File: config.mk
export PLATFORM = sky130hd
export DESIGN_NAME = psram_target_flat
export DESIGN_NICKNAME = d
export VERILOG_FILES = /design/src/rtl/psram_target_if.sv /design/src/rtl/psram_target.sv /design/src/flat_wrapper.sv
export SDC_FILE = /design/constraint.sdc
export NUM_CORES = 1
export LEC_CHECK = 0
export ABC_CLOCK_PERIOD_IN_PS = 2730
export BUFFER_PORTS_ARGS = -buffer_cell sky130_fd_sc_hd__buf_2
export CAP_MARGIN = 15
export CORE_MARGIN = 2
export CORE_UTILIZATION = 40
export CTS_CLUSTER_SIZE = 16
export DETAILED_ROUTE_END_ITERATION = 12
export SLEW_MARGIN = 10
export SYNTH_ARGS = -nofsm -noshare
export SYNTH_HDL_FRONTEND = slang
export SYNTH_SLANG_ARGS = --single-unit
File: constraint.sdc
create_clock -name clk -period 2.73 [get_ports clk]
set_clock_uncertainty 0.1 [all_clocks]
set_input_delay 0.1365 -clock clk [delete_from_list [all_inputs] [get_ports clk]]
set_output_delay 0.1365 -clock clk [all_outputs]
set_load 0.005 [all_outputs]
File: src/rtl/psram_target_if.sv
// PSRAM target bus bundle: serial pins from the initiator plus the on-chip
// byte memory port.
//   master : initiator/memory side (drives sclk, cs_n, sio_in, mem_rdata)
//   slave  : psram_target side (drives sio_out/oe and the memory strobes)
interface psram_target_if #(
    parameter int unsigned ADDR_W = 16
);
    logic              spi_sclk;
    logic              spi_cs_n;
    logic [3:0]        sio_in;
    logic [3:0]        sio_out;
    logic [3:0]        sio_oe;
    logic [ADDR_W-1:0] mem_addr;
    logic [7:0]        mem_wdata;
    logic              mem_we;
    logic              mem_re;
    logic [7:0]        mem_rdata;

    modport master (
        output spi_sclk, spi_cs_n, sio_in, mem_rdata,
        input  sio_out, sio_oe, mem_addr, mem_wdata, mem_we, mem_re
    );

    modport slave (
        input  spi_sclk, spi_cs_n, sio_in, mem_rdata,
        output sio_out, sio_oe, mem_addr, mem_wdata, mem_we, mem_re
    );
endinterface

File: src/rtl/psram_target.sv
// SPI/QPI PSRAM-subset target mapping serial accesses onto a byte memory port.
// All serial pins are oversampled in the clk domain.
// Ports:
//   clk, resetn   system clock, async active-low reset
//   bus (slave)   serial pins + memory port (see psram_target_if)
//   qpi_mode      1 while QPI mode is active
//   busy          synchronised chip-select active
// ADDR_W must be in 8..24; SYNC_STAGES must be at least 2.
module psram_target #(
    parameter int unsigned ADDR_W      = 16,
    parameter int unsigned SYNC_STAGES = 2
) (
    input  logic           clk,
    input  logic           resetn,
    psram_target_if.slave  bus,
    output logic           qpi_mode,
    output logic           busy
);
    localparam int unsigned CNT_W = 5;

    typedef enum logic [2:0] {
        S_IDLE, S_CMD, S_ADDR, S_DUMMY, S_WDATA, S_RDATA, S_IGNORE
    } state_t;

    state_t state, state_d;

    // Synchronisers and edge detection
    logic [SYNC_STAGES-1:0] sclk_sync, cs_sync;
    logic [3:0]             sio_sync [SYNC_STAGES];
    logic                   sclk_prev, cs_prev;
    logic                   sclk_s, cs_s, rise, fall, cs_fall, cs_rise;
    logic [3:0]             sio_s;

    always_ff @(posedge clk or negedge resetn) begin
        if (!resetn) begin
            sclk_sync <= '0;
            cs_sync   <= '1;
            for (int i = 0; i < SYNC_STAGES; i++) sio_sync[i] <= '0;
            sclk_prev <= 1'b0;
            cs_prev   <= 1'b1;
        end else begin
            sclk_sync   <= {sclk_sync[SYNC_STAGES-2:0], bus.spi_sclk};
            cs_sync     <= {cs_sync[SYNC_STAGES-2:0], bus.spi_cs_n};
            sio_sync[0] <= bus.sio_in;
            for (int i = 1; i < SYNC_STAGES; i++) sio_sync[i] <= sio_sync[i-1];
            sclk_prev   <= sclk_s;
            cs_prev     <= cs_s;
        end
    end

    assign sclk_s  = sclk_sync[SYNC_STAGES-1];
    assign cs_s    = cs_sync[SYNC_STAGES-1];
    assign sio_s   = sio_sync[SYNC_STAGES-1];
    assign rise    = sclk_s & ~sclk_prev;
    assign fall    = ~sclk_s & sclk_prev;
    assign cs_fall = ~cs_s & cs_prev;
    assign cs_rise = cs_s & ~cs_prev;

    // Datapath registers
    logic [CNT_W-1:0]  cnt, cnt_d, cnt_inc, step;
    logic [ADDR_W-1:0] in_sh, in_sh_d, in_next;
    logic [ADDR_W-1:0] addr, addr_d;
    logic              is_read, is_read_d, quad_rd, quad_rd_d;
    logic              rst_en, rst_en_d, pend_valid, pend_valid_d, pend_qpi, pend_qpi_d;
    logic              qpi_d;
    logic [7:0]        out_sh, out_sh_d, pf_data, pf_data_d;
    logic [3:0]        out_cnt, out_cnt_d;
    logic              pf_full, pf_full_d, re_q;
    logic [3:0]        sio_out_r, sio_out_d, sio_oe_r, sio_oe_d;
    logic [ADDR_W-1:0] mem_addr_r, mem_addr_d;
    logic [7:0]        mem_wdata_r, mem_wdata_d;
    logic              mem_we_r, mem_we_d, mem_re_r, mem_re_d;
    logic [7:0]        in_byte;
    logic              op_wr, op_rd;

    // Serial shift-in: 1 bit per rise in SPI, 1 nibble in QPI; only the low
    // ADDR_W bits are kept, upper address bits fall off the top.
    assign step    = qpi_mode ? CNT_W'(4) : CNT_W'(1);
    assign cnt_inc = cnt + step;
    assign in_next = qpi_mode ? ((in_sh << 4) | ADDR_W'(sio_s))
                              : ((in_sh << 1) | ADDR_W'(sio_s[0]));
    assign in_byte = in_next[7:0];
    assign op_wr   = qpi_mode ? (in_byte == 8'h38) : (in_byte == 8'h02);
    assign op_rd   = qpi_mode ? (in_byte == 8'hEB) : (in_byte == 8'h03);

    // State register
    always_ff @(posedge clk or negedge resetn) begin
        if (!resetn) state <= S_IDLE;
        else         state <= state_d;
    end

    // Next-state logic
    always_comb begin
        state_d = state;
        unique case (state)
            S_IDLE:   if (cs_fall) state_d = S_CMD;
            S_CMD:    if (rise && cnt_inc == CNT_W'(8))
                          state_d = (op_wr || op_rd) ? S_ADDR : S_IGNORE;
            S_ADDR:   if (rise && cnt_inc == CNT_W'(24))
                          state_d = !is_read ? S_WDATA : (quad_rd ? S_DUMMY : S_RDATA);
            S_DUMMY:  if (rise && cnt == CNT_W'(5)) state_d = S_RDATA;
            S_WDATA, S_RDATA, S_IGNORE: state_d = state;
            default:  state_d = S_IDLE;
        endcase
        if (cs_rise) state_d = S_IDLE;
    end

    // Output / datapath next values
    always_comb begin
        cnt_d        = cnt;
        in_sh_d      = in_sh;
        addr_d       = addr;
        is_read_d    = is_read;
        quad_rd_d    = quad_rd;
        rst_en_d     = rst_en;
        pend_valid_d = pend_valid;
        pend_qpi_d   = pend_qpi;
        qpi_d        = qpi_mode;
        out_sh_d     = out_sh;
        out_cnt_d    = out_cnt;
        pf_data_d    = pf_data;
        pf_full_d    = pf_full;
        sio_out_d    = sio_out_r;
        sio_oe_d     = sio_oe_r;
        mem_addr_d   = mem_addr_r;
        mem_wdata_d  = mem_wdata_r;
        mem_we_d     = 1'b0;
        mem_re_d     = 1'b0;

        // Read data is valid the cycle after mem_re; park it in the prefetch slot
        if (re_q) begin
            pf_data_d = bus.mem_rdata;
            pf_full_d = 1'b1;
        end

        unique case (state)
            S_IDLE: begin
                pf_full_d = 1'b0;
                if (cs_fall) cnt_d = '0;
            end
            S_CMD: if (rise) begin
                in_sh_d = in_next;
                cnt_d   = cnt_inc;
                if (cnt_inc == CNT_W'(8)) begin
                    cnt_d     = '0;
                    rst_en_d  = (in_byte == 8'h66);
                    is_read_d = op_rd;
                    quad_rd_d = qpi_mode;
                    if (in_byte == 8'h99 && rst_en) begin
                        pend_valid_d = 1'b1;
                        pend_qpi_d   = 1'b0;
                    end else if (in_byte == 8'h35 && !qpi_mode) begin
                        pend_valid_d = 1'b1;
                        pend_qpi_d   = 1'b1;
                    end else if (in_byte == 8'hF5 && qpi_mode) begin
                        pend_valid_d = 1'b1;
                        pend_qpi_d   = 1'b0;
                    end
                end
            end
            S_ADDR: if (rise) begin
                in_sh_d = in_next;
                cnt_d   = cnt_inc;
                if (cnt_inc == CNT_W'(24)) begin
                    cnt_d  = '0;
                    addr_d = in_next;
                    if (is_read) begin
                        mem_re_d   = 1'b1;
                        mem_addr_d = in_next;
                    end
                end
            end
            S_DUMMY: if (rise) cnt_d = cnt + CNT_W'(1);
            S_WDATA: if (rise) begin
                in_sh_d = in_next;
                cnt_d   = cnt_inc;
                if (cnt_inc == CNT_W'(8)) begin
                    cnt_d       = '0;
                    mem_we_d    = 1'b1;
                    mem_wdata_d = in_byte;
                    mem_addr_d  = addr;
                    addr_d      = addr + ADDR_W'(1);
                end
            end
            S_RDATA: begin
                // Shifter empty: take the fetched byte and prefetch the next one
                if (out_cnt == 4'd0 && (re_q || pf_full)) begin
                    out_sh_d   = re_q ? bus.mem_rdata : pf_data;
                    out_cnt_d  = 4'd8;
                    pf_full_d  = 1'b0;
                    addr_d     = addr + ADDR_W'(1);
                    mem_re_d   = 1'b1;
                    mem_addr_d = addr + ADDR_W'(1);
                end
                if (fall && out_cnt != 4'd0) begin
                    if (qpi_mode) begin
                        sio_out_d = out_sh[7:4];
                        sio_oe_d  = 4'b1111;
                        out_sh_d  = out_sh << 4;
                        out_cnt_d = out_cnt - 4'd4;
                    end else begin
                        sio_out_d = {2'b00, out_sh[7], 1'b0};
                        sio_oe_d  = 4'b0010;
                        out_sh_d  = out_sh << 1;
                        out_cnt_d = out_cnt - 4'd1;
                    end
                end
            end
            S_IGNORE: ;
            default: ;
        endcase

        // End of transaction: release pins, drop buffered data, commit mode change.
        // A byte completing in this same cycle still gets its mem_we.
        if (cs_rise) begin
            cnt_d     = '0;
            sio_oe_d  = 4'b0000;
            sio_out_d = 4'b0000;
            out_cnt_d = 4'd0;
            pf_full_d = 1'b0;
            mem_re_d  = 1'b0;
            if (pend_valid) begin
                qpi_d        = pend_qpi;
                pend_valid_d = 1'b0;
            end
        end
    end

    // Datapath / output registers
    always_ff @(posedge clk or negedge resetn) begin
        if (!resetn) begin
            cnt         <= '0;
            in_sh       <= '0;
            addr        <= '0;
            is_read     <= 1'b0;
            quad_rd     <= 1'b0;
            rst_en      <= 1'b0;
            pend_valid  <= 1'b0;
            pend_qpi    <= 1'b0;
            qpi_mode    <= 1'b0;
            out_sh      <= '0;
            out_cnt     <= '0;
            pf_data     <= '0;
            pf_full     <= 1'b0;
            re_q        <= 1'b0;
            sio_out_r   <= '0;
            sio_oe_r    <= '0;
            mem_addr_r  <= '0;
            mem_wdata_r <= '0;
            mem_we_r    <= 1'b0;
            mem_re_r    <= 1'b0;
            busy        <= 1'b0;
        end else begin
            cnt         <= cnt_d;
            in_sh       <= in_sh_d;
            addr        <= addr_d;
            is_read     <= is_read_d;
            quad_rd     <= quad_rd_d;
            rst_en      <= rst_en_d;
            pend_valid  <= pend_valid_d;
            pend_qpi    <= pend_qpi_d;
            qpi_mode    <= qpi_d;
            out_sh      <= out_sh_d;
            out_cnt     <= out_cnt_d;
            pf_data     <= pf_data_d;
            pf_full     <= pf_full_d;
            re_q        <= mem_re_r;
            sio_out_r   <= sio_out_d;
            sio_oe_r    <= sio_oe_d;
            mem_addr_r  <= mem_addr_d;
            mem_wdata_r <= mem_wdata_d;
            mem_we_r    <= mem_we_d;
            mem_re_r    <= mem_re_d;
            busy        <= ~cs_s;
        end
    end

    assign bus.sio_out   = sio_out_r;
    assign bus.sio_oe    = sio_oe_r;
    assign bus.mem_addr  = mem_addr_r;
    assign bus.mem_wdata = mem_wdata_r;
    assign bus.mem_we    = mem_we_r;
    assign bus.mem_re    = mem_re_r;
endmodule

File: src/flat_wrapper.sv
// flat-port wrapper written by rule: the top's interface ports become plain ports
module psram_target_flat 
#(
    parameter int unsigned ADDR_W      = 16,
    parameter int unsigned SYNC_STAGES = 2
)
  (clk, resetn, qpi_mode, busy, bus_spi_sclk, bus_spi_cs_n, bus_sio_in, bus_mem_rdata, bus_sio_out, bus_sio_oe, bus_mem_addr, bus_mem_wdata, bus_mem_we, bus_mem_re);
  psram_target_if #(.ADDR_W(ADDR_W)) bus_i ();
  input  logic clk;
  input  logic resetn;
  output logic qpi_mode;
  output logic busy;
  input wire logic [$bits(bus_i.spi_sclk)-1:0] bus_spi_sclk;
  input wire logic [$bits(bus_i.spi_cs_n)-1:0] bus_spi_cs_n;
  input wire logic [$bits(bus_i.sio_in)-1:0] bus_sio_in;
  input wire logic [$bits(bus_i.mem_rdata)-1:0] bus_mem_rdata;
  output wire logic [$bits(bus_i.sio_out)-1:0] bus_sio_out;
  output wire logic [$bits(bus_i.sio_oe)-1:0] bus_sio_oe;
  output wire logic [$bits(bus_i.mem_addr)-1:0] bus_mem_addr;
  output wire logic [$bits(bus_i.mem_wdata)-1:0] bus_mem_wdata;
  output wire logic [$bits(bus_i.mem_we)-1:0] bus_mem_we;
  output wire logic [$bits(bus_i.mem_re)-1:0] bus_mem_re;
  assign bus_i.spi_sclk = bus_spi_sclk;
  assign bus_i.spi_cs_n = bus_spi_cs_n;
  assign bus_i.sio_in = bus_sio_in;
  assign bus_i.mem_rdata = bus_mem_rdata;
  assign bus_sio_out = bus_i.sio_out;
  assign bus_sio_oe = bus_i.sio_oe;
  assign bus_mem_addr = bus_i.mem_addr;
  assign bus_mem_wdata = bus_i.mem_wdata;
  assign bus_mem_we = bus_i.mem_we;
  assign bus_mem_re = bus_i.mem_re;
  psram_target #(.ADDR_W(ADDR_W), .SYNC_STAGES(SYNC_STAGES)) u_core (.clk(clk), .resetn(resetn), .bus(bus_i), .qpi_mode(qpi_mode), .busy(busy));
endmodule
Word-level counts from Yosys, hierarchy flattened
Cells that the tools add are included.

Logic and storage cells: 184. Input bits: 16. Bits in registers: 116.

$add $sub $neg: 5. Reduce and logical (&&, ||, !) cells: 36. Muxes and demuxes: 74. Bitwise operators: 10. Equality and inequality tests: 31.

Operator list (number): two-way mux 16 bit (11); case mux 16 bit (3 select lines) (2); two-way mux 4 bit (13); two-way mux 5 bit (7); two-way mux 8 bit (4); two-way mux 3 bit (9); equality test 8 bit, second input constant (3); two-way mux 1 bit (24); != test 3 x 1 -> 1 bit, second input constant (7); case mux 5 bit (4 select lines) (1); adder 16 x 1 -> 16 bit, second input constant (1); equality test 8 x 2 -> 1 bit, second input constant (2); equality test 8 x 6 -> 1 bit, second input constant (2); OR 16 x 1 -> 16 bit (1); OR 16 x 4 -> 16 bit (1); case mux 3 bit (5 select lines) (1); != test 2 x 1 -> 1 bit, second input constant (7); AND reduction 2 bit (5); AND reduction 5 bit (2); equality test 3 bit, second input constant (3); nonzero test 3 bit (3); equality test 8 x 7 -> 1 bit, second input constant (1); logical AND 1 bit (8); AND reduction 7 bit (1); other kinds (24) (37).

Depth between registers and ports, before layout
Gate-level depths: netlist of the first run.

Depth after elaboration: 12. Mapped depth: 11. Depth with buffers taken out: 9.

Least setup slack after synthesis of the first run
Ideal clock, no wire load.

Kind: reg-to-reg. Start point: register u_core.qpi_mode. End point: register u_core.mem_addr_r[15], in the netlist u_core.bus.mem_addr[15]. Stages on the path, launching flop included: 11. Arrival time: 2.367 ns. Data required time: 2.538 ns. Setup slack: 0.171 ns. Cells stage by stage: dfrtp_1 clkinv_1 ha_1 ha_1 xor2_1 nor3_2 nand3_1 buf_6 o31a_1 buf_6 o31ai_2.

Word-level cells in the longest chain between the ends: 5. Elaborated cells between the ends (all ways): 12. Those cells by class: 1 x add/sub; 4 x eq/ne; 6 x mux; 1 x reduce/logical.

RTL lines: start, declared (line psram_target.sv:16) `output logic qpi_mode,`; start signal, assigned (line psram_target.sv:262) `qpi_mode <= qpi_d;`; two-way mux 3 bit or two-way mux 16 bit (tied branches) (line psram_target.sv:78, psram_target.sv:80); adder 5 bit or two-way mux 16 bit (tied branches) (line psram_target.sv:79, psram_target.sv:167); equality test 5 x 4 -> 1 bit (tied with other cells) (line psram_target.sv:177) `if (cnt_inc == CNT_W'(8)) begin`; != test 2 x 1 -> 1 bit (no line) or two-way mux 16 bit (tied branches); AND reduction 7 bit (no line) or case mux 16 bit (3 select lines) (tied branches); end signal, assigned (line psram_target.sv:270) `mem_addr_r <= mem_addr_d;`; end, declared (line psram_target.sv:70) `logic [ADDR_W-1:0] mem_addr_r, mem_addr_d;`.

Parallel ways exist; a longest one is shown, timed or not. The select of a mux whose other input is x is not followed. A chain may end at the register's enable or synchronous reset.

Final worst setup path of the first run
Start point: register u_core.qpi_mode. End point: register u_core.addr[11].

Word-level cells in the longest chain between the ends: 5. Elaborated cells between the ends (all ways): 11. Those cells by class: 1 x add/sub; 4 x eq/ne; 5 x mux; 1 x reduce/logical.

RTL lines: two-way mux 3 bit (line psram_target.sv:78) `assign step = qpi_mode ? CNT_W'(4) : CNT_W'(1);`; adder 5 bit (line psram_target.sv:79) `assign cnt_inc = cnt + step;`; equality test 5 x 4 -> 1 bit or equality test 5 bit (tied branches) (line psram_target.sv:177, psram_target.sv:164); != test 2 x 1 -> 1 bit (no line); AND reduction 6 bit (no line); end signal, assigned (line psram_target.sv:256) `addr <= addr_d;`; end, declared (line psram_target.sv:62) `logic [ADDR_W-1:0] addr, addr_d;`.

Parallel ways exist; a longest one is shown, timed or not. The select of a mux whose other input is x is not followed.

==> out/qor.yml, run 1 <==
outcome:
  status: "finished clean"
power:
  pwr-share-clk_pct: 38.0
  power-per-cell-area_nw_per_um2: 757.9
  sw_frac_of_total_pct: 33.72
  peakVddDrop_v: 0.0005062
  leakage_nw: 3.281
  combPwrFrac_pct: 26.0
  internal-power_mw: 3.707
  pwr-share-seq_pct: 36.0
  switching_power_mw: 1.886
worst_setup_path:
  required_ns: 2.93
  reg2reg_from: "u_core.qpi_mode"
  crit_arrival_ns: 2.83
  worstPathMaxFanout: 5
  critPathLaunch: "u_core.qpi_mode"
  cp-end-kind: "flip-flop"
  r2r_slack_ns: 0.09
  rr_endpoint: "u_core.addr[11]"
  r2r_cells: 11
  start_kind: "flip-flop"
  critPathKind: "flip-flop to flip-flop"
timing:
  layout_min_cycle_time_ns: 2.636
  relSlewSlack_pct: 41.06
  tightest_slew_ns: 0.8763
  period_share_pct: 96.54
  fin_ws_ns: 0.09446
  setup-violations-final: 0
  slew_violations: 0
  tns_ns: 0
  max_freq_mhz: 379.4
  rsz0062_at_grt: "true"
  hold_viol_final: 0
  fin_hold_ws_ns: 0.1910
placed_design:
  pre_cts_slack_ns: -0.06516
  dpl.hpwl_um: 10290
  globalplace.congestion: 0.9271
  port_buffers: 51
  dp.cells: 870
grt:
  grt_max_degree: 48
  antenna_found_initial: 0
  grt_pass1_vias: 4981
  grt_usage_pct: 19.47
  grt_pass1_wl_um: 24910
  grt-ovfl-total: 0
clock_tree:
  clkTransAtPathRegs_ns: 0.05
  root_buffer: "clkbuf_16"
  cts_sinks: 114
  cts_tree: "done"
  clock_latency_ns: 0.42
  numCtsBuffers: 17
  clock_path_buffers: 2
  cts_max_level: 4
detailed_routing:
  wl_per_cell_um: 16.42
  wl_um: 15160
  drc: 0
  drt_iter0_markers: 435
  routed_via_density: 5.567
  first_pass_iters: 5
  postRouteAntennaNets: 0
  via_count: 5138
logic_synthesis:
  synth_top_family_by_area: "simple AND/OR/NAND/NOR gates"
  postSynthAreaPerCell_um2: 9.214
  ys_ff_latch: 114
  synth_top_flop_cell: "dfrtp_1"
  async_reset_ff_share_pct: 100.0
  syn-cell-area_um2: 6045
  synth_nets: 681
  synth-xor-area-share_pct: 3.167
  netlist_instances: 656
  synth_mux_area_share_pct: 5.403
  synth_fa_ha_area_share_pct: 1.863
  synth-simple-area-share_pct: 19.31
  synth_edf_count: 0
  synth_compound_area_share_pct: 18.09
  yosys_warnings: 0
  yosysSeqAreaShare_pct: 47.26
  synthDistinctLibCells: 62
final_layout:
  nets: 751
  diodes: 0
  areaGrowthSynthToFinish_pct: 22.09
  drive_gt1_share_pct: 21.11
  final_core_util_pct: 50.39
  final_common_cell: "dfrtp_1"
  final_cell_mix: "111 x dfrtp_1, 75 x nand2_1, 62 x nor2_1"
  nFillCells: 1359
  stdcell_count: 923
floorplanning:
  dieArea_um2: 16110
  std_cell_rows: 44
  core_area_um2: 14640
  fp.dieW_um: 126.9
  die_h_um: 126.9
  ioPinCount: 52
  initial_core_util_pct: 41.28
hold_path:
  min_path_type: "input pin to asynchronous set/reset pin"
job:
  cap_viol_max_count: 0
worst max path at each step:
stage	end	slack, ns
after CTS	u_core.bus.mem_addr[7]	0.04
after global routing	u_core.addr[11]	-0.04
after global placement	u_core.bus.mem_addr[7]	0.04
after floorplan	u_core.bus.mem_addr[15]	0.17
final	u_core.addr[11]	0.09
after detailed placement	u_core.bus.mem_addr[7]	-0.07
routing by layer:
layer / track usage, % / up-vias / wire [um]
li1: - / 2470 / -
met4: 5.301 / 0 / 188
met3: 5.694 / 23 / 734
met5: 0 / - / 0
met1: 24.98 / 2487 / 6755
met2: 32.26 / 158 / 7482
layout make-up:
type	instances	area (um2)	share of cell area, %
Sequential cell	114	2856	38.71
Timing Repair Buffer	102	738.2	10.00
Tap cell	184	230.2	3.120
Multi-Input combinational cell	476	2937	39.79
Clock inverter	12	115.1	1.560
Clock buffer	20	446.7	6.053
Inverter	15	56.30	0.7630
Yosys cell counts (4+ instances only):
| cell type | number | area share (%) |
|---|---|---|
| dfrtp_1 | 111 | 46 |
| nand2_1 | 75 | 4.7 |
| nor2_1 | 62 | 3.9 |
| a21oi_1 | 52 | 4.3 |
| o21ai_0 | 45 | 3.7 |
| clkbuf_1 | 27 | 1.7 |
| nand3_1 | 27 | 2.2 |
| buf_2 | 18 | 1.5 |
| mux2i_1 | 18 | 3.0 |
| xnor2_1 | 17 | 2.5 |
| inv_1 | 14 | 0.87 |
| mux2_2 | 13 | 2.4 |
| a31oi_1 | 12 | 1.2 |
| nor3_1 | 12 | 0.99 |
| and3_1 | 11 | 1.1 |
| nand4_1 | 10 | 1.0 |
| ha_1 | 9 | 1.9 |
| and2_1 | 8 | 0.83 |
| nor4_1 | 8 | 0.83 |
| o22a_1 | 8 | 1.2 |
| nor2b_1 | 7 | 0.72 |
| o31ai_2 | 7 | 1.4 |
| nand2b_1 | 5 | 0.52 |
| o21ai_1 | 5 | 0.41 |
| a211oi_1 | 4 | 0.50 |
| a22o_1 | 4 | 0.58 |
| nand3b_1 | 4 | 0.50 |
cells by family (layout without fill, tap and decap cells):
| kind of cell | after synthesis | after routing |
|---|---|---|
| AOI/OAI and AO/OA | 172 | 172 |
| DFF | 114 | 114 |
| buffers and inverters | 66 | 149 |
| muxes | 31 | 31 |
| adders and majority gates | 9 | 9 |
| and+or+nand+nor | 243 | 243 |
| xor gates and xnor gates | 21 | 21 |
state kept, by name, indices dropped and copies added, names as in the netlist, 5 cells and up:
name and cells:
u_core.bus.mem_wdata 8, u_core.pf_data 8, u_core.out_sh 8, u_core.in_sh 15
u_core.cnt 5, u_core.addr 16, u_core.bus.mem_addr 16
through the flow:
step | cell area [um2] | total power [mW]
finish | 7380 | 5.593
global route | 7380 | 5.901
CTS | 7271 | 5.607
detailed placement | 6543 | 3.430
global placement | 6543 | 3.408
floorplan | 6045 | 2.965
power groups by stage:
| stage | sequential, mW | combinational (mW) | clock (mW) |
|---|---|---|---|
| 2_1_floorplan | 1.96 | 1.01 | 0 |
| 3_3_place_gp | 2.03 | 1.37 | 0 |
| 3_5_place_dp | 2.03 | 1.40 | 0 |
| 4_1_cts | 2.01 | 1.42 | 2.18 |
| 5_1_grt | 2.03 | 1.62 | 2.25 |
| 6_report | 2.01 | 1.46 | 2.12 |
critical path, cell delays in order (launching register included):
cell and delay, ns:
dfrtp_1 0.41, clkinv_1 0.11, ha_1 0.26, ha_4 0.19, a21oi_1 0.17, o2bb2ai_2 0.11
buf_4 0.15, mux2i_2 0.16, o31a_2 0.45, clkbuf_16 0.19, a21oi_1 0.15, a21oi_1 0.06
what timing repair did:
| action | 4_1_cts | 5_1_grt |
|---|---|---|
| setup buffers | 0 | 4 |
| hold buffers | 15 | 0 |
| gates cloned | 0 | 2 |
| endpoints found under the setup margin | 10 | 41 |
| pin swaps | 0 | 2 |
| gates resized for setup | 3 | 6 |
| hold endpoints to repair | 58 | 0 |
No activity file was read; power rests on OpenSTA's default activity.
==> run 2, diff against run 1 <==
--- a/config.mk
+++ b/config.mk
@@ -8,6 +8,7 @@
 export ABC_CLOCK_PERIOD_IN_PS = 2730
 export BUFFER_PORTS_ARGS = -buffer_cell sky130_fd_sc_hd__buf_2
 export CAP_MARGIN = 15
+export CORE_ASPECT_RATIO = 2
 export CORE_MARGIN = 2
 export CORE_UTILIZATION = 40
 export CTS_CLUSTER_SIZE = 16
==> out/qor.yml, run 2 (synthesis results as in run 1) <==
outcome:
  status: "finished clean"
placed_design:
  dp.cells: 888
  globalplace.congestion: 0.8925
  port_buffers: 51
  dpl.hpwl_um: 12130
final_layout:
  stdcell_count: 939
  areaGrowthSynthToFinish_pct: 22.62
  diodes: 0
  nFillCells: 1435
  drive_gt1_share_pct: 21.91
  final_cell_mix: "111 x dfrtp_1, 75 x nand2_1, 62 x nor2_1"
  final_common_cell: "dfrtp_1"
  nets: 756
worst_setup_path:
  required_ns: 2.93
  cp-end-kind: "flip-flop"
  cpPeakStageDelay_ns: 0.44
  worst-path-buf-inv: 1
  crit_arrival_ns: 2.84
  worstPathMaxFanout: 6
  path_cells: "ha_1 > xor2_1 > nor3_2 > nand3_2 > o31a_1 > buf_2 > o22a_1"
  critical_path.top_delay_family: "compound AO/OA/AOI/OAI gates"
  critPathKind: "flip-flop to flip-flop"
  crit_slowest_cell: "o31a_1"
  start_kind: "flip-flop"
clock_tree:
  numCtsBuffers: 17
  cts_max_level: 4
  clkTransAtPathRegs_ns: 0.06
  clock_path_buffers: 2
  cts_tree: "done"
  cts_sinks: 114
  clock_latency_ns: 0.42
  root_buffer: "clkbuf_16"
timing:
  setup-violations-final: 0
  period_share_pct: 96.81
  relSlewSlack_pct: 19.66
  hold_viol_final: 0
  layout_min_cycle_time_ns: 2.643
  fin_hold_ws_ns: 0.2459
  tightest_slew_ns: 1.194
  rsz0062_at_grt: "false"
  max_freq_mhz: 378.4
  slew_violations: 0
detailed_routing:
  postRouteAntennaNets: 0
  via_count: 5271
  wl_per_cell_um: 18.09
  first_pass_iters: 5
  wl_um: 16990
  routed_via_density: 5.613
  drt_iter0_markers: 269
  drc: 0
grt:
  grt-ovfl-total: 0
  grt_max_degree: 62
  antenna_found_initial: 0
  grt_usage_pct: 22.33
  grt_pass1_wl_um: 28100
  grt_pass1_vias: 5435
power:
  leakage_nw: 3.282
  power-per-cell-area_nw_per_um2: 774.8
  peakVddDrop_v: 0.0005455
floorplanning:
  fp.dieW_um: 90.93
  die_h_um: 177.8
  initial_core_util_pct: 40.79
  std_cell_rows: 63
  dieArea_um2: 16170
  ioPinCount: 52
  core_area_um2: 14820
hold_path:
  min_path_type: "input pin to asynchronous set/reset pin"
job:
  cap_viol_max_count: 0
run 2: report_power, final:
group	internal [mW]	switching, mW	total [mW]
sequential	1.83	0.201	2.04
clock	1.30	0.831	2.13
combinational	0.572	1.01	1.58
total	3.70	2.04	5.74
run 2: routing by layer:
metal / wire length (um) / GRT usage, % / vias to the layer above
met1: 6231 / 23.05 / 2579
met4: 986 / 15.53 / 0
met3: 666 / 4.586 / 52
li1: - / - / 2480
met2: 9104 / 39.91 / 160
met5: 0 / 0 / -
run 2: timing repair:
| item | in CTS | in global routing |
|---|---|---|
| gates resized for setup | 2 | 11 |
| setup buffers | 0 | 3 |
| setup endpoints to repair | 9 | 31 |
| gates cloned | 0 | 1 |
| hold buffers | 15 | 0 |
| endpoints found under the hold margin | 73 | 0 |
| pin swaps | 0 | 2 |
run 2: final cells by class:
type	instances	area (um2)	share of cell area, %
Inverter	15	56.30	0.7596
Timing Repair Buffer	107	745.7	10.06
Clock buffer	20	456.7	6.161
Clock inverter	12	107.6	1.452
Tap cell	195	244.0	3.292
Multi-Input combinational cell	476	2945	39.74
Sequential cell	114	2856	38.54
run 2: per-stage QoR:
step / setup WS, ns / setup TNS (ns) / total power [mW] / utilization [%] / instance area (um2)
after global placement: 0.07455 / 0 / 3.524 / 44.60 / 6609
after global routing: 0.002990 / 0 / 6.031 / 50.02 / 7412
after floorplan: 0.1715 / 0 / 2.965 / - / 6045
after CTS: 0.02629 / 0 / 5.732 / 49.49 / 7335
after detailed placement: -0.03733 / -0.05559 / 3.561 / 44.60 / 6609
final: 0.08720 / 0 / 5.743 / 50.02 / 7412
run 2: final timing paths:
| check | from | depth (start not counted) | end | slack, ns |
|---|---|---|---|---|
| setup / recovery | u_core.qpi_mode | 7 | u_core.addr[10] | 0.09 |
| hold / removal | resetn | 2 | u_core.bus.mem_addr[6] | 0.25 |
| setup reg to reg | u_core.qpi_mode | 7 | u_core.addr[10] | 0.09 |
| hold reg to reg | u_core.sio_sync[7] | 0 | u_core.sio_s[3] | 0.25 |
| max in group asynchronous | resetn | 3 | u_core.cs_sync[0] | 1.47 |
| min in group clk | u_core.sio_sync[7] | 0 | u_core.sio_s[3] | 0.25 |
